**config.mk**
```make
export PLATFORM = sky130hd
export DESIGN_NAME = countdown_timer
export DESIGN_NICKNAME = d
export VERILOG_FILES = /design/src/rtl/countdown_timer.sv
export SDC_FILE = /design/constraint.sdc
export NUM_CORES = 1
export LEC_CHECK = 0
export ABC_AREA = 1
export CAP_MARGIN = 5
export CORE_MARGIN = 4
export CORE_UTILIZATION = 51
export CTS_BUF_LIST = sky130_fd_sc_hd__clkbuf_16
export DETAILED_ROUTE_END_ITERATION = 6
export PLACE_DENSITY = 0.8
export REMOVE_ABC_BUFFERS = 1
export SKIP_LAST_GASP = 1
export SLEW_MARGIN = 15
export SYNTH_ARGS = -nofsm -noshare
export SYNTH_HDL_FRONTEND = slang
export SYNTH_SLANG_ARGS = --single-unit
```
**constraint.sdc**
```tcl
create_clock -name clk -period 1.86 [get_ports clk]
set_clock_uncertainty 0.15 [all_clocks]
set_input_delay 0.372 -clock clk [delete_from_list [all_inputs] [get_ports clk]]
set_output_delay 0.372 -clock clk [all_outputs]
set_load 0.02 [all_outputs]
```
**src/rtl/countdown_timer.sv**
```systemverilog
// Loadable down-counter with auto-reload, done/ack handshake and a saturating expiry tally.
// Latency: load visible one edge after capture; expiry flagged on the edge count leaves 1.
// No backpressure: done is held until done_ack/load/clear/rst, and load always wins over ack.
module countdown_timer #(
  parameter int NUM_BITS = 8
) (
  input  logic                clk,
  input  logic                rst,
  input  logic                clear,
  input  logic                load,
  input  logic [NUM_BITS-1:0] load_val,
  input  logic                count_enable,
  input  logic                auto_reload,
  input  logic                done_ack,
  output logic [NUM_BITS-1:0] count_out,
  output logic                busy,
  output logic                done,
  output logic                expire_pulse,
  output logic [NUM_BITS-1:0] expire_cnt,
  output logic                load_err
);

  typedef enum logic [1:0] {
    S_IDLE = 2'd0,
    S_RUN  = 2'd1,
    S_DONE = 2'd2
  } state_e;

  localparam logic [NUM_BITS-1:0] ONE      = NUM_BITS'(1);
  localparam logic [NUM_BITS-1:0] ALL_ONES = {NUM_BITS{1'b1}};

  state_e              state_q, state_d;
  logic [NUM_BITS-1:0] count_q, count_d;
  logic [NUM_BITS-1:0] reload_q, reload_d;
  logic [NUM_BITS-1:0] exp_cnt_q, exp_cnt_d;
  logic                expire_q, expire_d;
  logic                load_err_q, load_err_d;
  logic                busy_q, busy_d;
  logic                done_q, done_d;

  // Next-state: clear > load > done_ack > count_enable; pulses default low every cycle.
  always_comb begin
    state_d    = state_q;
    count_d    = count_q;
    reload_d   = reload_q;
    exp_cnt_d  = exp_cnt_q;
    expire_d   = 1'b0;
    load_err_d = 1'b0;

    if (clear) begin
      state_d   = S_IDLE;
      count_d   = '0;
      reload_d  = '0;
      exp_cnt_d = '0;
    end else if (load) begin
      if (load_val != '0) begin
        state_d   = S_RUN;
        count_d   = load_val;
        reload_d  = load_val;
        exp_cnt_d = '0;
      end else begin
        // Zero start value is rejected without disturbing the running count.
        load_err_d = 1'b1;
      end
    end else begin
      case (state_q)
        S_RUN: begin
          if (count_enable) begin
            if (count_q > ONE) begin
              count_d = count_q - ONE;
            end else if (count_q == ONE) begin
              expire_d = 1'b1;
              if (exp_cnt_q != ALL_ONES) begin
                exp_cnt_d = exp_cnt_q + ONE;
              end
              if (auto_reload) begin
                count_d = reload_q;
              end else begin
                count_d = '0;
                state_d = S_DONE;
              end
            end
            // count_q == 0 cannot occur in RUN; hold rather than wrap.
          end
        end
        S_DONE: begin
          if (done_ack) begin
            state_d = S_IDLE;
          end
        end
        default: begin
          // IDLE ignores count_enable and done_ack.
        end
      endcase
    end

    busy_d = (state_d == S_RUN);
    done_d = (state_d == S_DONE);
  end

  // State and output registers with synchronous reset.
  always_ff @(posedge clk) begin
    if (rst) begin
      state_q    <= S_IDLE;
      count_q    <= '0;
      reload_q   <= '0;
      exp_cnt_q  <= '0;
      expire_q   <= 1'b0;
      load_err_q <= 1'b0;
      busy_q     <= 1'b0;
      done_q     <= 1'b0;
    end else begin
      state_q    <= state_d;
      count_q    <= count_d;
      reload_q   <= reload_d;
      exp_cnt_q  <= exp_cnt_d;
      expire_q   <= expire_d;
      load_err_q <= load_err_d;
      busy_q     <= busy_d;
      done_q     <= done_d;
    end
  end

  assign count_out    = count_q;
  assign busy         = busy_q;
  assign done         = done_q;
  assign expire_pulse = expire_q;
  assign expire_cnt   = exp_cnt_q;
  assign load_err     = load_err_q;

endmodule

```
==> impl_metrics.env, run 1 <==
export IMPL_arrival_ns=1.85
export IMPL_gp_congestion=0.816
export IMPL_io_buffers=34
export IMPL_drv_cap=0
export IMPL_avgSynthCellArea_um2=6.64
export IMPL_num_vias=1926
export IMPL_layout_drive_gt1_share=0.186
export IMPL_synth_ff_type="dfxtp_1"
export IMPL_final_cell_area_um2=2510
export IMPL_use_met3=0.0607
export IMPL_layout_common_cells="63 x nand2_1, 41 x nor2_1, 28 x dfxtp_1"
export IMPL_grt_usage=0.239
export IMPL_cts_buffers_inserted=5
export IMPL_top_usage_layer="met2"
export IMPL_crit_family="simple AND/OR/NAND/NOR gates"
export IMPL_dpl_worst_slack_ns=-0.197
export IMPL_cp_end_kind="register"
export IMPL_grtUsageMet2=0.421
export IMPL_postCtsSetupRepairBufs=0
export IMPL_async_flop_share=0
export IMPL_layout_commonest_cell="nand2_1"
export IMPL_core_area_um2=3150
export IMPL_drv_slew=0
export IMPL_io_pin_count=35
export IMPL_use_met1=0.276
export IMPL_grt_max_degree=14
export IMPL_cp_required_ns=1.87
export IMPL_setup_violations_final=0
export IMPL_cts_tree="done"
export IMPL_start_kind="input pin"
export IMPL_dpl_hpwl_um=3360
export IMPL_min_period_ns=1.84
export IMPL_ir_drop_mv=0.613
export IMPL_finalCritPeriodShare=0.989
export IMPL_postSynthCellCount=263
export IMPL_clockBufferDepth=2
export IMPL_path_clk_slew_ns=0.05
export IMPL_die_h_um=66.5
export IMPL_setup_ws_ns=0.0203
export IMPL_slew_headroom=0.815
export IMPL_htree_levels=2
export IMPL_crit_fanout=8
export IMPL_synth_edf_count=0
export IMPL_clock_latency_ns=0.27
export IMPL_placementRows=20
export IMPL_synth_distinct_cells=30
export IMPL_min_path_type="register to register"
export IMPL_cp_common_cell="nand2_1"
export IMPL_ctsHoldBuffers=0
export IMPL_regArea_um2=603
export IMPL_grt_overflow_total=0
export IMPL_viasPerCell=5.25
export IMPL_antenna_found_initial=0
export IMPL_dieArea_um2=4420
export IMPL_crit_buf_inv=1
export IMPL_synthToLayoutAreaGrowth_pct=43.8
export IMPL_die_w_um=66.5
export IMPL_critPathKind="input pin to register"
export IMPL_grt_first_pass_wirelength_um=8190
export IMPL_dr_pass1_iters=6
export IMPL_p_per_area_nw_per_um2=828
export IMPL_synth_area_um2=1750
export IMPL_crit_chain="clkdlybuf4s50_1 -> nor2_2 -> nand2_1 -> nor2_4 -> nand2_1 -> nand2_1 -> nor2_4 -> o21ai_0 -> nor2_1 -> nor2_1"
export IMPL_finalHoldViolCount=0
export IMPL_ys_seq_elements=30
export IMPL_wl_per_cell_um=13.5
export IMPL_seq_area_frac_synth=0.344
export IMPL_routed_wirelength_um=4950
export IMPL_grt_pass1_vias=1863
export IMPL_status="finished clean"
export IMPL_multi_input_area_um2=1050
export IMPL_place_area_um2=2300
export IMPL_yosys_warnings=0
export IMPL_clock_sinks=30
export IMPL_max_stage_delay_ns=0.51
export IMPL_drtIter0Drc=136
export IMPL_power_leakage_uw=0.00114
export IMPL_start_util=0.554
export IMPL_worst_pin_slew_ns=0.274
export IMPL_fmax_ghz=0.544
export IMPL_cpMaxStageDelayCell="clkdlybuf4s50_1"
export IMPL_antenna_cells=0
export IMPL_drc=0
export IMPL_ant_nets=0
export IMPL_final_core_util=0.796
export IMPL_fin_setup_tns_ns=0
export IMPL_nNetsFinal=342
export IMPL_cts_root_buf="clkbuf_16"
export IMPL_fill_cells=242
cell usage after synthesis, types with 2 or more instances:
library cell	number	area [um^2]
clkbuf_1	3	11.3
buf_2	2	10.0
nor2_2	4	25.0
xor2_1	4	35.0
o21ai_0	10	50.1
inv_2	4	15.0
inv_1	19	71.3
nor2_1	43	161
nand4_1	3	18.8
o21bai_1	2	15.0
nand3_1	19	95.1
dfxtp_1	30	601
a21oi_1	25	125
nand2_1	65	244
nor3_1	5	25.0
nand2_2	3	18.8
ha_1	5	62.6
nor2_4	5	56.3
worst paths after layout:
path / from / endpoint / slack [ns] / cells past startpoint
max: load_val[2] / count_out[4] / 0.02 / 10
min: reload_q[5] / reload_q[5] / 0.31 / 2
max reg2reg: count_out[0] / count_out[4] / 0.03 / 10
min reg2reg: reload_q[5] / reload_q[5] / 0.31 / 2
worst register-to-register path: stages (launching register included):
cell and delay, ns:
dfxtp_2 0.35, inv_1 0.06, ha_1 0.22, o21ai_2 0.18
nor2_4 0.06, nand3_1 0.13, inv_2 0.07, nor2_4 0.18
o21ai_0 0.12, nor2_1 0.13, nor2_1 0.06
area by class of cell:
| class | count | area share |
|---|---|---|
| multi-input cells | 203 | 0.420 |
| inverters | 23 | 0.0354 |
| clock buffers | 5 | 0.0498 |
| flip-flops and latches | 30 | 0.240 |
| well taps | 44 | 0.0219 |
| clock inverters | 3 | 0.0179 |
| repair buffers | 59 | 0.215 |
where the power goes:
part	internal [uW]	switching (uW)	leakage, uW	total [uW]
logic	193	282	0.000818	475
clock network	630	291	0.0000760	921
registers	663	20.7	0.000244	684
repair_timing:
action                     in CTS  in global routing
hold endpoints to repair        0                  0
gates resized for setup         7                 18
setup endpoints to repair       7                 30
pin swaps                       0                  6
through the flow:
| stage | hold WS [ns] | power (uW) | instances |
|---|---|---|---|
| 6_report | 0.312 | 2080 | 367 |
| 5_1_grt | 0.333 | 2170 | 367 |
| 4_1_cts | 0.318 | 2070 | 367 |
| 2_1_floorplan | 0.291 | 958 | 256 |
| 3_5_place_dp | 0.307 | 1140 | 359 |
| 3_3_place_gp | 0.300 | 1130 | 359 |
registers in the layout, indices dropped and copies added (netlist names):
register      flops
count_out         8
expire_cnt        8
reload_q          8
state_q           2
busy              1
done              1
expire_pulse      1
load_err          1
kinds of logic (layout without fill, tap and decap cells):
logic type / count (synthesis) / after routing / synth area share
AND/OR/NAND/NOR: 151 / 151 / 0.392
AO/OA/AOI/OAI: 42 / 42 / 0.135
flip-flops: 30 / 30 / 0.344
buffers and inverters: 30 / 90 / 0.0680
adder cells (fa/ha/maj): 5 / 5 / 0.0358
XOR/XNOR: 5 / 5 / 0.0251
per-layer routing:
layer | part of all wire | wire length, um
met1 | 0.42 | 2060
met2 | 0.51 | 2510
met3 | 0.046 | 226
met4 | 0.031 | 154
met5 | 0 | 0
(Power assumes the default switching activity.)
==> run 2: changes to the inputs <==
--- a/config.mk
+++ b/config.mk
@@ -13,6 +13,7 @@
 export DETAILED_ROUTE_END_ITERATION = 6
 export PLACE_DENSITY = 0.8
 export REMOVE_ABC_BUFFERS = 1
+export SETUP_SLACK_MARGIN = 0.3
 export SKIP_LAST_GASP = 1
 export SLEW_MARGIN = 15
 export SYNTH_ARGS = -nofsm -noshare
==> run 2 against run 1 <==
Against the previous run: the run now ends with negative setup slack left; core utilization grew 12 points; die area unchanged; register-to-register slack got worse by 0.16 ns; sequential power increased by 0.6%; setup slack lost 0.15 ns; critical endpoint is now count_out[3]; largest power group unchanged.
==> impl_metrics.env, run 2 (synthesized netlist as in run 1, its figures left out) <==
export IMPL_critPathKind="register to register"
export IMPL_fmax_ghz=0.502
export IMPL_crit_chain="buf_4 -> buf_4 -> nor2_2 -> nand2_1 -> xnor2_1 -> nand2_1 -> a21oi_1 -> nor2_1 -> nor2_1"
export IMPL_die_w_um=66.5
export IMPL_nNetsFinal=357
export IMPL_crit_fanout=3
export IMPL_slew_headroom=0.805
export IMPL_finalHoldViolCount=0
export IMPL_placementRows=20
export IMPL_dr_pass1_iters=6
export IMPL_start_kind="register"
export IMPL_start_util=0.554
export IMPL_cts_buffers_inserted=5
export IMPL_clock_latency_ns=0.28
export IMPL_layout_drive_gt1_share=0.411
export IMPL_min_path_type="register to register"
export IMPL_layout_common_cells="51 x nand2_1, 35 x nor2_1, 31 x buf_4"
export IMPL_gp_congestion=0.816
export IMPL_rsz0062_at_grt="yes"
export IMPL_path_clk_slew_ns=0.05
export IMPL_die_h_um=66.5
export IMPL_crit_family="simple AND/OR/NAND/NOR gates"
export IMPL_fin_setup_tns_ns=-0.216
export IMPL_drc=0
export IMPL_dpl_hpwl_um=3360
export IMPL_status="finished with violations"
export IMPL_cts_tree="done"
export IMPL_drv_cap=0
export IMPL_io_buffers=34
export IMPL_worst_pin_slew_ns=0.291
export IMPL_cp_required_ns=1.92
export IMPL_grt_pass1_vias=2071
export IMPL_drtIter0Drc=352
export IMPL_synthToLayoutAreaGrowth_pct=65.5
export IMPL_p_per_area_nw_per_um2=794
export IMPL_cpMaxStageDelayCell="dfxtp_2"
export IMPL_grt_first_pass_wirelength_um=9610
export IMPL_power_leakage_uw=0.00122
export IMPL_routed_wirelength_um=7810
export IMPL_crit_buf_inv=2
export IMPL_finalCritPeriodShare=1.07
export IMPL_cp_end_kind="register"
export IMPL_drv_slew=0
export IMPL_io_pin_count=35
export IMPL_ir_drop_mv=0.664
export IMPL_core_area_um2=3150
export IMPL_cts_root_buf="clkbuf_16"
export IMPL_reg2reg_slack_ns=-0.13
export IMPL_htree_levels=2
export IMPL_antenna_cells=0
export IMPL_dpl_worst_slack_ns=-0.197
export IMPL_dieArea_um2=4420
export IMPL_viasPerCell=6.20
export IMPL_arrival_ns=2.05
export IMPL_ant_nets=0
export IMPL_num_vias=2369
export IMPL_antenna_found_initial=0
export IMPL_max_stage_delay_ns=0.33
export IMPL_wl_per_cell_um=20.4
export IMPL_clock_sinks=30
export IMPL_setup_ws_ns=-0.131
export IMPL_whs_ns=0.319
export IMPL_clockBufferDepth=2
export IMPL_grt_overflow_total=0
export IMPL_grt_usage=0.289
export IMPL_min_period_ns=1.99
export IMPL_violations="negative setup slack"
export IMPL_layout_commonest_cell="nand2_1"
export IMPL_grt_max_degree=14
export IMPL_setup_violations_final=2
export IMPL_ctsHoldBuffers=0
## run 2: repair_timing
action | 4_1_cts | 5_1_grt
cloned | 1 | 0
hold endpoints to repair | 0 | 0
setup endpoints to repair | 49 | 40
resized for setup | 96 | 63
pin swaps | 28 | 31
setup buffers | 7 | 7
## run 2: area by class of cell
type / count / area, um^2
multi-input combinational: 203 / 1290
timing repair buffer: 74 / 648
sequential: 30 / 628
fill: 134 / 263
clock buffer: 5 / 125
inverter: 23 / 96.3
tap: 44 / 55.1
clock inverter: 3 / 45.0
## run 2: through the flow
| stage | instances | instance area, um^2 | utilization | power [uW] |
|---|---|---|---|---|
| finish | 382 | 2890 | 0.917 | 2290 |
| floorplan | 256 | 1710 | - | 958 |
| global placement | 359 | 2300 | 0.729 | 1130 |
| global route | 382 | 2890 | 0.917 | 2350 |
| detailed placement | 359 | 2300 | 0.729 | 1140 |
| CTS | 375 | 2680 | 0.850 | 2140 |
## run 2: report_power, final
part           internal (uW)  switching [uW]
sequential               660            28.0
clock                    630             309
combinational            262             405
total                   1550             742
## run 2: final timing paths
kind                       from             to  depth (start not counted)
setup / recovery   count_out[1]   count_out[3]                          9
setup reg to reg   count_out[1]   count_out[3]                          9
hold / removal    expire_cnt[0]  expire_cnt[0]                          1
hold reg to reg   expire_cnt[0]  expire_cnt[0]                          1
## run 2: metal layers
| layer | vias up | part of all wire | global-route usage |
|---|---|---|---|
| li1 | 1003 | - | - |
| met4 | 0 | 0.080 | 0.135 |
| met1 | 1071 | 0.35 | 0.318 |
| met5 | - | 0 | 0 |
| met3 | 71 | 0.094 | 0.0742 |
| met2 | 224 | 0.47 | 0.514 |
